[src/rtl/totp_digit_sequencer.sv]
// -----------------------------------------------------------------------------
// totp_digit_sequencer
//
// Purpose
//   Sits downstream of the TOTP code generator. Takes one packed BCD code per
//   valid/ready transfer and plays it out on a single 7-segment display, most
//   significant digit first. Each digit is shown for DWELL cycles and then the
//   display is blanked for GAP cycles (GAP == 0 removes the blank state).
//
// Parameters
//   NUM_DIGITS  digits per code, 1..8
//   DWELL       cycles each digit is shown, >= 1
//   GAP         blank cycles after each digit, 0 = no blank state
//
// Ports
//   clk         system clock
//   rst_n       synchronous reset, active-low
//   code_bcd    packed BCD code, digit 0 (MSD) in the top nibble
//   code_valid  code_bcd carries a code this cycle
//   code_ready  block accepts a code this cycle
//   segments    7-segment drive ({g,f,e,d,c,b,a}, active high), 0 when blank
//   dp          high while digit 0 is shown (start-of-code marker)
//   digit_idx   index of the digit currently shown or just shown
//   busy        high whenever the sequencer is not idle
//   bad_digit   one-cycle pulse on the first shown cycle of a digit > 9
//
// Handshake
//   A code is transferred on a rising edge where code_valid && code_ready.
//   The code is copied into an internal register at that edge and code_bcd is
//   not looked at again. code_valid while code_ready is low is simply ignored.
//
// Build option
//   SEQ_REPEAT_EN  when defined, the latched code loops forever, code_ready is
//                  always high and any transfer restarts from digit 0.
//
// The FSM state register is state_q (type state_t) for hierarchical probing.
// -----------------------------------------------------------------------------

module seg7 (
    input  logic [3:0] digit,
    output logic [6:0] segments
);
    // Segment order {g,f,e,d,c,b,a}; values above 9 decode to blank.
    always_comb begin
        segments = 7'h00;
        case (digit)
            4'd0: segments = 7'h3F;
            4'd1: segments = 7'h06;
            4'd2: segments = 7'h5B;
            4'd3: segments = 7'h4F;
            4'd4: segments = 7'h66;
            4'd5: segments = 7'h6D;
            4'd6: segments = 7'h7D;
            4'd7: segments = 7'h07;
            4'd8: segments = 7'h7F;
            4'd9: segments = 7'h6F;
            default: segments = 7'h00;
        endcase
    end
endmodule

module totp_digit_sequencer #(
    parameter int NUM_DIGITS = 6,
    parameter int DWELL      = 1000,
    parameter int GAP        = 250
) (
    input  logic                    clk,
    input  logic                    rst_n,
    input  logic [4*NUM_DIGITS-1:0] code_bcd,
    input  logic                    code_valid,
    output logic                    code_ready,
    output logic [6:0]              segments,
    output logic                    dp,
    output logic [2:0]              digit_idx,
    output logic                    busy,
    output logic                    bad_digit
);
    localparam int MAX_T = (DWELL > GAP) ? DWELL : GAP;
    localparam int TW    = $clog2(MAX_T + 1);
    localparam int CW    = 4 * NUM_DIGITS;

    localparam logic [TW-1:0] DWELL_LAST = TW'(DWELL - 1);
    localparam logic [TW-1:0] GAP_LAST   = TW'((GAP > 0) ? (GAP - 1) : 0);
    localparam logic [2:0]    LAST_IDX   = 3'(NUM_DIGITS - 1);

    typedef enum logic [1:0] {
        S_IDLE = 2'd0,
        S_SHOW = 2'd1,
        S_GAP  = 2'd2
    } state_t;

    state_t          state_q, state_d;
    logic [CW-1:0]   code_q, code_d;
    logic [TW-1:0]   timer_q, timer_d;
    logic [2:0]      idx_q, idx_d;
    logic            accept;
    logic            end_digit;
    logic [3:0]      cur_digit;
    logic [6:0]      seg_raw;

`ifdef SEQ_REPEAT_EN
    assign code_ready = 1'b1;
`else
    assign code_ready = (state_q == S_IDLE);
`endif

    assign accept = code_valid && code_ready;

    // Select the nibble for the current index; digit 0 is the top nibble.
    always_comb begin
        cur_digit = 4'd0;
        for (int i = 0; i < NUM_DIGITS; i++) begin
            if (idx_q == 3'(i)) begin
                cur_digit = code_q[4*(NUM_DIGITS-1-i) +: 4];
            end
        end
    end

    seg7 u_seg7 (
        .digit    (cur_digit),
        .segments (seg_raw)
    );

    always_ff @(posedge clk) begin
        if (!rst_n) begin
            state_q <= S_IDLE;
            code_q  <= '0;
            timer_q <= '0;
            idx_q   <= '0;
        end else begin
            state_q <= state_d;
            code_q  <= code_d;
            timer_q <= timer_d;
            idx_q   <= idx_d;
        end
    end

    always_comb begin
        state_d   = state_q;
        code_d    = code_q;
        timer_d   = timer_q;
        idx_d     = idx_q;
        end_digit = 1'b0;

        case (state_q)
            S_IDLE: begin
                timer_d = '0;
                if (accept) begin
                    code_d  = code_bcd;
                    idx_d   = '0;
                    state_d = S_SHOW;
                end
            end
            S_SHOW: begin
                if (timer_q == DWELL_LAST) begin
                    timer_d = '0;
                    if (GAP > 0) begin
                        state_d = S_GAP;
                    end else begin
                        end_digit = 1'b1;
                    end
                end else begin
                    timer_d = timer_q + TW'(1);
                end
            end
            S_GAP: begin
                if (timer_q == GAP_LAST) begin
                    timer_d   = '0;
                    end_digit = 1'b1;
                end else begin
                    timer_d = timer_q + TW'(1);
                end
            end
            default: begin
                state_d = S_IDLE;
                timer_d = '0;
            end
        endcase

        // Shared end-of-digit step, reached from SHOW (GAP == 0) or GAP.
        if (end_digit) begin
            if (idx_q == LAST_IDX) begin
`ifdef SEQ_REPEAT_EN
                idx_d   = '0;
                state_d = S_SHOW;
`else
                state_d = S_IDLE;
`endif
            end else begin
                idx_d   = idx_q + 3'd1;
                state_d = S_SHOW;
            end
        end

`ifdef SEQ_REPEAT_EN
        // A new code always wins, including on the end-of-code cycle.
        if (accept) begin
            code_d  = code_bcd;
            idx_d   = '0;
            timer_d = '0;
            state_d = S_SHOW;
        end
`endif
    end

    assign segments  = (state_q == S_SHOW) ? seg_raw : 7'h00;
    assign dp        = (state_q == S_SHOW) && (idx_q == 3'd0);
    assign digit_idx = idx_q;
    assign busy      = (state_q != S_IDLE);
    assign bad_digit = (state_q == S_SHOW) && (timer_q == '0) && (cur_digit > 4'd9);

endmodule
[config.mk]
export PLATFORM = sky130hd
export DESIGN_NAME = totp_digit_sequencer
export DESIGN_NICKNAME = d
export VERILOG_FILES = /design/src/rtl/totp_digit_sequencer.sv
export SDC_FILE = /design/constraint.sdc
export NUM_CORES = 1
export LEC_CHECK = 0
export CORE_AREA = 8 8 88 71
export DETAILED_ROUTE_END_ITERATION = 7
export DIE_AREA = 0 0 96 79
export DONT_BUFFER_PORTS = 1
export SYNTH_ARGS = -nofsm -noshare
export SYNTH_HDL_FRONTEND = slang
export SYNTH_SLANG_ARGS = --single-unit
[constraint.sdc]
create_clock -name clk -period 5.5 [get_ports clk]
set_input_delay 1.375 -clock clk [delete_from_list [all_inputs] [get_ports clk]]
set_output_delay 1.375 -clock clk [all_outputs]
set_load 0.005 [all_outputs]
==> impl_metrics.yaml, run 1 <==
status:
  status: "complete, no violations"
finish:
  n_fill_cell: 529
  areaGrowthSynthToFinish_pct: 4.02
  layout-drive-gt1-share_pct: 7.12
  ff_latch_area_um2: 781
  multi_input_area_mm2: 0.00142
  antenna_cells: 0
  nets: 323
detailed_routing:
  finalWirelength_mm: 5.13
  topRoutingLayerUsed: "met4"
  vias_per_cell: 5.29
  num_vias: 1814
  drcViolationCount: 0
  wl_met3_um: 363
  drt_iter0_drc: 79
  met1_length_mm: 2.68
  drtPass1Iterations: 4
  ant_nets: 0
  routedWlPerCell_um: 15.0
  dr_wl_met2_mm: 2.03
synth:
  synthMuxAreaShare_pct: 2.15
  yosysTopAreaCell: "dfxtp_1"
  postSynthCellCount: 286
  yosys.area_share.simple_pct: 24.1
  synth_adder_area_share_pct: 8.58
  synthTopCellsByCount: "69 x nand2_1, 39 x dfxtp_1, 26 x a21boi_0, 16 x ha_1, 16 x inv_1"
  synth_ff_type: "dfxtp_1"
  synth_warnings: 0
  synth_area_leaders: "dfxtp_1 33%, nand2_1 11%, ha_1 8.6%, a21boi_0 8.4%, inv_1 2.6%"
  synth.distinct_cells: 46
  syn_area_mm2: 0.00233
  synth_edf_count: 0
  yosysTopAreaCellShare_pct: 33.5
  synth_top_family_by_area: "simple AND/OR/NAND/NOR gates"
  synth_most_common_cell: "nand2_1"
  synth_compound_area_share_pct: 22.4
  synth-seq-area-share_pct: 33.5
  synth-xor-area-share_pct: 3.38
  synth.avg_cell_area_um2: 8.15
  async_flop_share_pct: 0
  ys_ff_latch: 39
  synth_nets: 329
critical_path:
  crit_fanout: 11
  arrival_ns: 3.17
  rrSetupSlack_ns: 3.49
  cp-startpoint: "digit_idx[2]"
  r2r_cells: 6
  r2r-start: "state_q[0]"
  reg2reg_to: "digit_idx[2]"
  criticalPathCategory: "flip-flop to output pin"
  critical_path_required_ns: 4.12
  setup.worst_path.start_class: "flip-flop"
  cp-endpoint: "segments[5]"
  critPathCaptureType: "output pin"
cts:
  path_clk_slew_ns: 0.07
  postCtsSetupRepairBufs: 0
  cts-root-buf: "clkbuf_8"
  clk_path_buf_depth: 2
  cts_sinks: 39
  holdBufCountCts: 0
  postCtsResizedCells: 0
  clkLatencyLatePin_ns: 0.29
  htree_num_levels: 2
  cts_buffers: 5
  cts_tree: "done"
floorplan:
  start_util_pct: 46.8
  die_w_um: 96
  core_mm2: 0.00498
  die_y_um: 79
  dieArea_mm2: 0.00758
  fp-row-count: 23
  io_pins: 41
timing:
  setup_violations: 0
  period_minus_slack_ns: 4.55
  finalHoldViolCount: 0
  rsz0062_at_grt: "false"
  drv_slew: 0
  fmax_mhz: 220
  worst_pin_slew_ns: 0.995
  max_slew_margin_pct: 33.6
  finalCritPeriodShare_pct: 82.7
  clock_skew_ns: 0.00614
  fin_tns_setup_ns: 0
power:
  power_uw: 797
  peakVddDrop_uv: 166
  p_leak_nw: 0.912
  pwr_density_cell_mw_per_mm2: 328
global_route:
  grt_max_degree: 32
  grt_pass1_vias: 1674
  grt_util_all_layers_pct: 13.8
  grt_pass1_wl_mm: 8.18
  grt_overflow: 0
  antenna_found_initial: 0
min_path:
  hp-class: "flip-flop to flip-flop"
  hold_path_startpoint: "code_q[15]"
placed_design:
  gp_congestion: 0.804
  dp_hpwl_mm: 3.86
  io_buffers: 0
job:
  max-cap-violations: 0
==> flip-flops by register name, indices dropped and copies added (netlist names) <==
signal,flops
code_q,24
digit_idx,3
state_q,2
timer_q,10
==> routing by layer <==
| layer | vias up | track usage (%) |
|---|---|---|
| met4 | 0 | 4.13 |
| met1 | 827 | 18.9 |
| met5 | - | 0 |
| met2 | 26 | 19.1 |
| li1 | 956 | - |
| met3 | 5 | 5.84 |
==> kinds of logic after synthesis <==
family | Yosys count
AOI/OAI and AO/OA | 68
xor gates and xnor gates | 9
adders and majority gates | 16
buffers and inverters | 30
DFF | 39
muxes | 5
and+or+nand+nor | 119
==> worst min-delay path by stage <==
stage	to	slack, ns	cells after the start
finish	code_q[15]	0.47	2
detailed placement	code_q[10]	0.46	2
global route	code_q[14]	0.50	2
CTS	code_q[15]	0.47	2
global placement	code_q[15]	0.45	2
floorplan	code_q[15]	0.44	2
==> power by group <==
group | switching, mW | total (mW) | internal [mW]
logic | 0.170 | 0.265 | 0.0949
clock network | 0.0991 | 0.188 | 0.0886
registers | 0.0250 | 0.344 | 0.319
==> area by class of cell <==
cell class	count	area share (%)
Tap cell	62	3.20
Timing Repair Buffer	1	0.309
Inverter	16	2.48
Multi-Input combinational cell	217	58.3
Sequential cell	39	32.2
Clock buffer	6	2.99
Clock inverter	2	0.516
==> layout by cell type (no fill, tap or decap), drive strengths merged, types with 2 or more instances in the layout <==
| cell | synthesis | routed |
|---|---|---|
| a211oi | 4 | 4 |
| a21bo | 2 | 2 |
| a21boi | 26 | 26 |
| a21oi | 10 | 10 |
| a32oi | 2 | 2 |
| and2 | 3 | 3 |
| and3 | 3 | 3 |
| clkbuf | 7 | 6 |
| dfxtp | 39 | 39 |
| ha | 16 | 16 |
| inv | 16 | 16 |
| mux2i | 5 | 5 |
| nand2 | 69 | 69 |
| nand2b | 2 | 2 |
| nand3 | 6 | 6 |
| nand3b | 3 | 3 |
| nand4 | 2 | 2 |
| nor2 | 13 | 13 |
| nor2b | 6 | 6 |
| nor3 | 3 | 3 |
| nor4 | 2 | 2 |
| o21ai | 16 | 16 |
| o32ai | 2 | 2 |
| xnor2 | 6 | 6 |
| xor2 | 3 | 3 |
==> per-stage QoR <==
stage | hold WS, ns | cells | worst slack (ns) | cell area [µm²] | utilization, %
finish | 0.469 | 343 | 0.950 | 2430 | 48.7
global route | 0.495 | 343 | 0.728 | 2430 | 48.7
global placement | 0.454 | 335 | 1.34 | 2340 | 47.0
CTS | 0.473 | 343 | 0.946 | 2430 | 48.7
floorplan | 0.443 | 286 | 1.65 | 2330 | -
detailed placement | 0.460 | 335 | 1.26 | 2340 | 47.0
==> critical path: stages (launching register included) <==
cell and delay, ns:
dfxtp_1 0.64, inv_1 0.16, ha_1 0.37, a211oi_2 0.22, o21ai_2 0.10, a32oi_4 0.41, inv_1 0.12, ha_1 0.19
or4b_1 0.53, o21ai_1 0.13
No activity file was read; power rests on OpenSTA's default activity.
==> inputs of run 2 (changes only) <==
- PLACE_DENSITY: default -> 0.66
- clock period: 5.5 -> 3.7 ns (I/O delays scaled with it)
==> impl_metrics.yaml, run 2 (synthesis results as in run 1) <==
timing:
  rsz0062_at_grt: "false"
  finalCritPeriodShare_pct: 95.6
  fmax_mhz: 283
  setup_violations: 0
  drv_slew: 0
  fin_tns_setup_ns: 0
  worst_pin_slew_ns: 0.954
  clock_skew_ns: 0.00318
  period_minus_slack_ns: 3.54
  finalHoldViolCount: 0
  max_slew_margin_pct: 36.3
floorplan:
  die_y_um: 79
  die_w_um: 96
  start_util_pct: 46.8
  dieArea_mm2: 0.00758
  fp-row-count: 23
  io_pins: 41
  core_mm2: 0.00498
cts:
  cts_buffers: 5
  cts_tree: "done"
  postCtsSetupRepairBufs: 0
  cts-root-buf: "clkbuf_8"
  clk_path_buf_depth: 2
  htree_num_levels: 2
  cts_sinks: 39
  clkLatencyLatePin_ns: 0.29
  holdBufCountCts: 0
  path_clk_slew_ns: 0.07
min_path:
  hold_path_depth: 2
  hp-class: "flip-flop to flip-flop"
critical_path:
  cp_slowest_cell: "dfxtp_2"
  path_depth: 10
  setup.worst_path.start_class: "flip-flop"
  cp_num_buf_inv: 2
  cp-startpoint: "digit_idx[0]"
  crit_family: "adder cells"
  cp-endpoint: "bad_digit"
  arrival_ns: 2.61
  cp_cell_sequence: "ha_1 -> ha_4 -> or2_1 -> a211oi_1 -> a311oi_2 -> buf_4 -> ha_1 -> o21ai_1 -> nor4bb_1 -> buf_4"
  r2r-start: "state_q[1]"
  slowest_delay_ns: 0.38
  reg2reg_to: "digit_idx[2]"
  rrSetupSlack_ns: 1.71
  criticalPathCategory: "flip-flop to output pin"
  critical_path_required_ns: 2.77
  crit_fanout: 10
  r2r_cells: 6
  critPathCaptureType: "output pin"
detailed_routing:
  ant_nets: 0
  finalWirelength_mm: 5.20
  num_vias: 1839
  wl_met3_um: 437
  met1_length_mm: 2.69
  routedWlPerCell_um: 15.0
  topRoutingLayerUsed: "met4"
  drt_iter0_drc: 106
  vias_per_cell: 5.28
  dr_wl_met2_mm: 2.03
  drtPass1Iterations: 4
  drcViolationCount: 0
placed_design:
  dp_hpwl_mm: 4.04
  place_area_mm2: 0.00238
  gp_congestion: 0.841
  place_inst: 340
  io_buffers: 0
global_route:
  grt_overflow: 0
  grt_max_degree: 32
  grt_pass1_wl_mm: 8.56
  grt_util_all_layers_pct: 14.1
  antenna_found_initial: 0
  grt_pass1_vias: 1705
power:
  p_leak_nw: 0.958
  clockPowerShare_pct: 28.5
  peakVddDrop_uv: 237
  power_mw: 1.28
  pwr_density_cell_mw_per_mm2: 505
  comb_power_share_pct: 31.5
  switching_power_uw: 439
  power.internal_uw: 837
  pwr-share-seq_pct: 40.0
  power_switching_share_pct: 34.4
finish:
  final_common_cell: "nand2_1"
  antenna_cells: 0
  design_area_mm2: 0.00253
  layout-drive-gt1-share_pct: 11.2
  ff_latch_area_um2: 783
  areaGrowthSynthToFinish_pct: 8.42
  largest_register_ffs: 24
  final_cell_mix: "69 x nand2_1, 37 x dfxtp_1, 26 x a21boi_0"
  instances_no_fill: 348
  nets: 328
  multi_input_area_mm2: 0.00145
  n_fill_cell: 493
  top_register: "code_q"
status:
  status: "complete, no violations"
job:
  max-cap-violations: 0
-- run 2: cell count changes in the layout (fill, tap and decap cells not counted), moves of 2 or more --
cell     previous run  this run
buf_4               1         6
dfxtp_1            39        37
ha_2                0         2
ha_1               16        12
ha_4                0         2
dfxtp_2             0         2
-- run 2: what timing repair did --
| action | 4_1_cts | 5_1_grt |
|---|---|---|
| pin swaps | 0 | 0 |
| endpoints found under the setup margin | 3 | 4 |
| resized for setup | 3 | 5 |
-- run 2: worst min-delay path by stage --
| stage | from | end | slack, ns |
|---|---|---|---|
| after floorplan | code_q[15] | code_q[15] | 0.44 |
| after global placement | code_q[15] | code_q[15] | 0.45 |
| after detailed placement | code_q[15] | code_q[15] | 0.46 |
| after CTS | code_q[15] | code_q[15] | 0.47 |
| after global routing | code_q[7] | code_q[7] | 0.50 |
| final | code_q[15] | code_q[15] | 0.47 |
-- run 2: per-stage QoR --
step,worst slack (ns),util [%],hold slack [ns]
after floorplan,0.304,-,0.443
after CTS,0.0606,50.3,0.475
after detailed placement,0.203,47.8,0.464
after global routing,0.0169,50.8,0.504
final,0.162,50.8,0.472
after global placement,0.272,47.8,0.451
-- run 2: area by class of cell --
cell class / count / share of cell area (%)
clock buffers: 6 / 3.27
clock inverters: 2 / 1.39
inverters: 16 / 2.38
multi-input cells: 217 / 57.1
flip-flops and latches: 39 / 31.0
well taps: 62 / 3.07
repair buffers: 6 / 1.78
-- run 2: per-layer routing --
layer,track usage [%],vias to the layer above
met5,0,-
met4,4.13,0
met3,4.61,5
met2,18.5,40
met1,21.0,834
li1,-,960
-- run 2: power by group through the flow --
stage,Clock [mW],Combinational [mW],Sequential (mW)
floorplan,0,0.317,0.505
global placement,0,0.401,0.518
detailed placement,0,0.404,0.520
CTS,0.375,0.406,0.510
global route,0.394,0.458,0.516
finish,0.364,0.402,0.510
-- run 2: worst min-delay path, delay by kind of cell, from the launching register on --
kind               cells  cell delay (ns)
and+or+nand+nor        1             0.05
DFF                    1             0.32
AOI/OAI and AO/OA      1             0.06
==> variant 1 (flow settings as in run 1) <==
The parameter `GAP` goes from 250 to 500.
--- a/src/rtl/totp_digit_sequencer.sv
+++ b/src/rtl/totp_digit_sequencer.sv
@@ -62,7 +62,7 @@
 module totp_digit_sequencer #(
     parameter int NUM_DIGITS = 6,
     parameter int DWELL      = 1000,
-    parameter int GAP        = 250
+    parameter int GAP        = 500
 ) (
     input  logic                    clk,
     input  logic                    rst_n,
Behaviour: same outputs for any inputs over 10 cycles, from zero or initial values and one cycle with rst_n low; that may be too few to reach the edited logic, so the function may still have changed.
==> variant 1 against run 1 <==
  * Cell area fell by 1.3%
  * Wire length fell by 0.60%
  * Sequential cell count did not move
  * Power fell by 0.33%
  * Worst setup slack improved by 0.22 ns
  * Core utilization fell by 0.65 points
  * Synthesized area fell by 1.5%
  * Sequential power barely moved
==> variant 1: results (changes against run 1) <==
- WL met2: 1990 um (was 2030 um)
- Synth unique cells: 50 (was 46)
- Met1 wire length: 2650 um (was 2680 um)
- Share of cells above drive strength 1: 6.86% (was 7.12%)
- Gpl congestion: 0.832 (was 0.804)
- Synth Area in XOR/XNOR: 3.05% (was 3.38%)
- Clock buf/inv share: 3.71% (was 3.51%)
- Crit Path Max Fanout: 14 (was 11)
- Post-synthesis sequential area ratio: 34.0% (was 33.5%)
- Worst-Margin Slew: 0.864 ns (was 0.995 ns)
- Sequential share of cell area: 32.6% (was 32.2%)
- Pint: 502 uW (about the same)
- Met3 wire length: 405 um (was 363 um)
- Cells after Synth: 282 (was 286)
- # fillers: 509 (was 529)
- Largest net degree at the start of global routing: 31 (was 32)
- Buffer share of cell area: 0% (was 0.309%)
- Repair and plain buffers: 0 (was 1)
- Non-filler cells, final: 339 (was 343)
- Multi-input gate area: 0.00139 mm2 (was 0.00142 mm2)
- Combinational power: 256 uW (was 265 uW)
- Ranking of synthesized cells by area: dfxtp_1 34%, nand2_1 10%, ha_1 8.2% (was dfxtp_1 33%, nand2_1 11%, ha_1 8.6%)
- Pre-CTS setup slack: 1.52 ns (was 1.26 ns)
- Residual antenna-violating net count after detailed routing: 0 (unchanged)
- M3 GR Usage: 5.08% (was 5.84%)
- First-pass GRT wire length: 8550 um (was 8180 um)
- Synth cell count leaders: 63 x nand2_1, 39 x dfxtp_1, 24 x a21boi_0 (was 69 x nand2_1, 39 x dfxtp_1, 26 x a21boi_0)
- Critical path's top delay family: simple AND/OR/NAND/NOR gates (was compound AO/OA/AOI/OAI gates)
- Drt first-iter violations: 83 (was 79)
- Layout Nets: 318 (was 323)
- Placed wire-length estimate: 3830 um (was 3860 um)
- Post-synthesis mux area share: 1.31% (was 2.15%)
- Vias: 1810 (was 1814)
- Compound-cell area share of the yosys netlist: 20.2% (was 22.4%)
- Post-Synth Adder-Cell Area: 8.17% (was 8.58%)
- Dpl cells: 331 (was 335)
- Run status: complete, no violations (unchanged)
- Met1 Usage GRT: 20.8% (was 18.9%)
- M2 GR Usage: 18.4% (was 19.1%)
- Leakage: 0.895 nW (was 0.912 nW)
- Sequential power share: 43.3% (was 43.1%)
- Number of global-route vias before repair: 1695 (was 1674)
- Clock buf count: 5 (was 6)
- Final wirelength: 5100 um (was 5130 um)
- Top cell category: multi-input gates (unchanged)
- Worst clock skew: 0.00359 ns (was 0.00614 ns)
- Peak VDD IR: 0.000216 V (was 0.000166 V)
- All-Layer GR Usage: 14.1% (was 13.8%)
variant 1: changes by cell type in the layout (fill, tap and decap cells not counted), moves of 3 or more:
cell             run 1  this run
o31a_1               0         4
nand3_1              5         8
nand2_1             69        63
a211oi_2             3         0
nor3_1               3         7
and3_1               3         6
o21ai_1             10         4
nor2b_1              6         3
variant 1: per-stage QoR:
step                instance area (um2)  utilization, %  total power, mW
floorplan                          2300               -            0.553
global placement                   2300            46.3            0.611
detailed placement                 2300            46.3            0.611
CTS                                2390            48.1            0.808
global route                       2390            48.1            0.859
finish                             2390            48.1            0.794
variant 1: worst paths after layout:
kind / cells after the start / end / slack [ns] / from
worst max-delay path: 9 / segments[3] / 1.17 / digit_idx[2]
worst min-delay path: 2 / code_q[14] / 0.47 / code_q[14]
worst max register to register: 5 / digit_idx[1] / 3.67 / state_q[0]
worst min register to register: 2 / code_q[14] / 0.47 / code_q[14]
==> variant 2 (settings of run 1) <==
Made on the original files. Put a register stage on the output `segments`, cleared by the reset. The value now appears one clock later. The other outputs are not delayed to match.
--- a/src/rtl/totp_digit_sequencer.sv
+++ b/src/rtl/totp_digit_sequencer.sv
@@ -89,6 +89,8 @@
         S_GAP  = 2'd2
     } state_t;
 
+    logic [6:0] segments_d;
+
     state_t          state_q, state_d;
     logic [CW-1:0]   code_q, code_d;
     logic [TW-1:0]   timer_q, timer_d;
@@ -203,10 +205,18 @@
 `endif
     end
 
-    assign segments  = (state_q == S_SHOW) ? seg_raw : 7'h00;
+    assign segments_d = (state_q == S_SHOW) ? seg_raw : 7'h00;
     assign dp        = (state_q == S_SHOW) && (idx_q == 3'd0);
     assign digit_idx = idx_q;
     assign busy      = (state_q != S_IDLE);
     assign bad_digit = (state_q == S_SHOW) && (timer_q == '0) && (cur_digit > 4'd9);
 
+    always_ff @(posedge clk) begin
+        if (!rst_n) begin
+            segments <= '0;
+        end else begin
+            segments <= segments_d;
+        end
+    end
+
 endmodule
Function: changed (Yosys sat finds a counterexample within 4 cycles, from zero or initial values and one cycle with rst_n low).
==> variant 2 against run 1 <==
  * Wire length grew 2.2%
  * Worst setup slack gained 0.12 ns
  * Highest routed layer unchanged
  * Cell area grew 4.7%
  * Die area is the same
  * Non-clock buffer count shrank 1
  * Worst hold slack lost 0.0054 ns
  * Synthesized area grew 4.8%
  * Power grew 6.5%
  * Critical path type unchanged
  * Sequential cell count grew 7
==> variant 2: results (changes against run 1) <==
- Run status: complete, no violations (unchanged)
- Crit Path Max Fanout: 18 (was 11)
- First-pass GRT wire length: 8340 um (was 8180 um)
- Worst clock skew: 0.00352 ns (was 0.00614 ns)
- Share of cells above drive strength 1: 4.81% (was 7.12%)
- Relative slew slack: 39.0% (was 33.6%)
- Peak VDD IR: 0.000170 V (was 0.000166 V)
- Pre-CTS setup slack: 1.36 ns (was 1.26 ns)
- Largest net degree at the start of global routing: 33 (was 32)
- Worst reg2reg setup slack: 2.68 ns (was 3.49 ns)
- Routed vias/inst: 5.40 (was 5.29)
- Placed wire-length estimate: 3870 um (was 3860 um)
- # fillers: 503 (was 529)
- Cells after Synth: 296 (was 286)
- Reg2reg start: digit_idx[1] (was state_q[0])
- Routed length per instance: 14.8 um (was 15.0 um)
- R2R depth: 10 (was 6)
- Synth Area in XOR/XNOR: 2.87% (was 3.38%)
- Worst reg2reg endpoint: segments[3] (was digit_idx[2])
- Post-synthesis sequential area ratio: 37.7% (was 33.5%)
- Worst path max stage delay: 0.44 ns (was 0.64 ns)
- Arr. time, crit path: 3.06 ns (was 3.17 ns)
- Synth Net Count: 341 (was 329)
- Non-filler cells, final: 353 (was 343)
- Slowest CP cell: a21oi_1 (was dfxtp_1)
- Drt first-iter violations: 102 (was 79)
- Number of global-route vias before repair: 1726 (was 1674)
- Synth cell count leaders: 63 x nand2_1, 46 x dfxtp_1, 25 x a21boi_0 (was 69 x nand2_1, 39 x dfxtp_1, 26 x a21boi_0)
- Hold EP: code_q[12] (was code_q[15])
- All-Layer GR Usage: 13.8% (about the same)
- Leakage: 1.00 nW (was 0.912 nW)
- Synth unique cells: 48 (was 46)
- Post-Synth Adder-Cell Area: 9.21% (was 8.58%)
variant 2: cell count changes in the layout (fill, tap and decap cells not counted), moves of 3 or more:
cell / change
o22ai_1: +3
o21ai_0: +3
and3_1: +6
dfxtp_1: +7
o21ai_1: -10
nand2_1: -6
nor2b_1: +3
nor2_1: +7
nand3_1: +3
variant 2: how the worst max path moves through the flow:
| stage | to | slack, ns | depth (start not counted) |
|---|---|---|---|
| floorplan | bad_digit | 1.96 | 9 |
| global placement | bad_digit | 1.48 | 9 |
| detailed placement | bad_digit | 1.36 | 9 |
| CTS | bad_digit | 1.03 | 9 |
| global route | bad_digit | 0.73 | 9 |
| finish | bad_digit | 1.07 | 9 |
variant 2: cell type report:
class,instances,area share (%)
Clock inverter,2,0.394
Inverter,15,2.22
Tap cell,62,3.05
Clock buffer,5,2.71
Multi-Input combinational cell,223,55.4
Sequential cell,46,36.3
variant 2: cells by family (layout without fill, tap and decap cells):
family / Yosys count / after routing
xor gates and xnor gates: 8 / 8
adders and majority gates: 18 / 18
buffers and inverters: 27 / 22
muxes: 5 / 5
and+or+nand+nor: 129 / 129
DFF: 46 / 46
AOI/OAI and AO/OA: 63 / 63
variant 2: layer usage:
| layer | vias to the layer above | wire [um] | GRT usage, % |
|---|---|---|---|
| met5 | - | 0 | 0 |
| met4 | 0 | 29 | 3.22 |
| met3 | 4 | 267 | 3.95 |
| met2 | 36 | 2290 | 20.0 |
| met1 | 870 | 2650 | 19.6 |
| li1 | 996 | - | - |
variant 2: through the flow:
step	cell area [um2]	util, %	power (mW)	hold WS (ns)
finish	2540	51.0	0.848	0.463
floorplan	2440	-	0.610	0.439
CTS	2540	51.0	0.862	0.467
global placement	2460	49.4	0.664	0.454
detailed placement	2460	49.4	0.665	0.456
global route	2540	51.0	0.913	0.495
variant 2: critical path, delay by kind of cell, from the launching register on:
kind                     cells  cell delay (ns)
AO/OA/AOI/OAI                4             1.11
adder cells (fa/ha/maj)      2             0.60
flip-flops                   1             0.41
AND/OR/NAND/NOR              1             0.37
buffers and inverters        2             0.27
variant 2: report_power, final:
part / switching (mW) / internal, mW / leakage (nW)
sequential: 0.0299 / 0.381 / 0.375
clock: 0.108 / 0.0854 / 0.0438
combinational: 0.154 / 0.0888 / 0.582
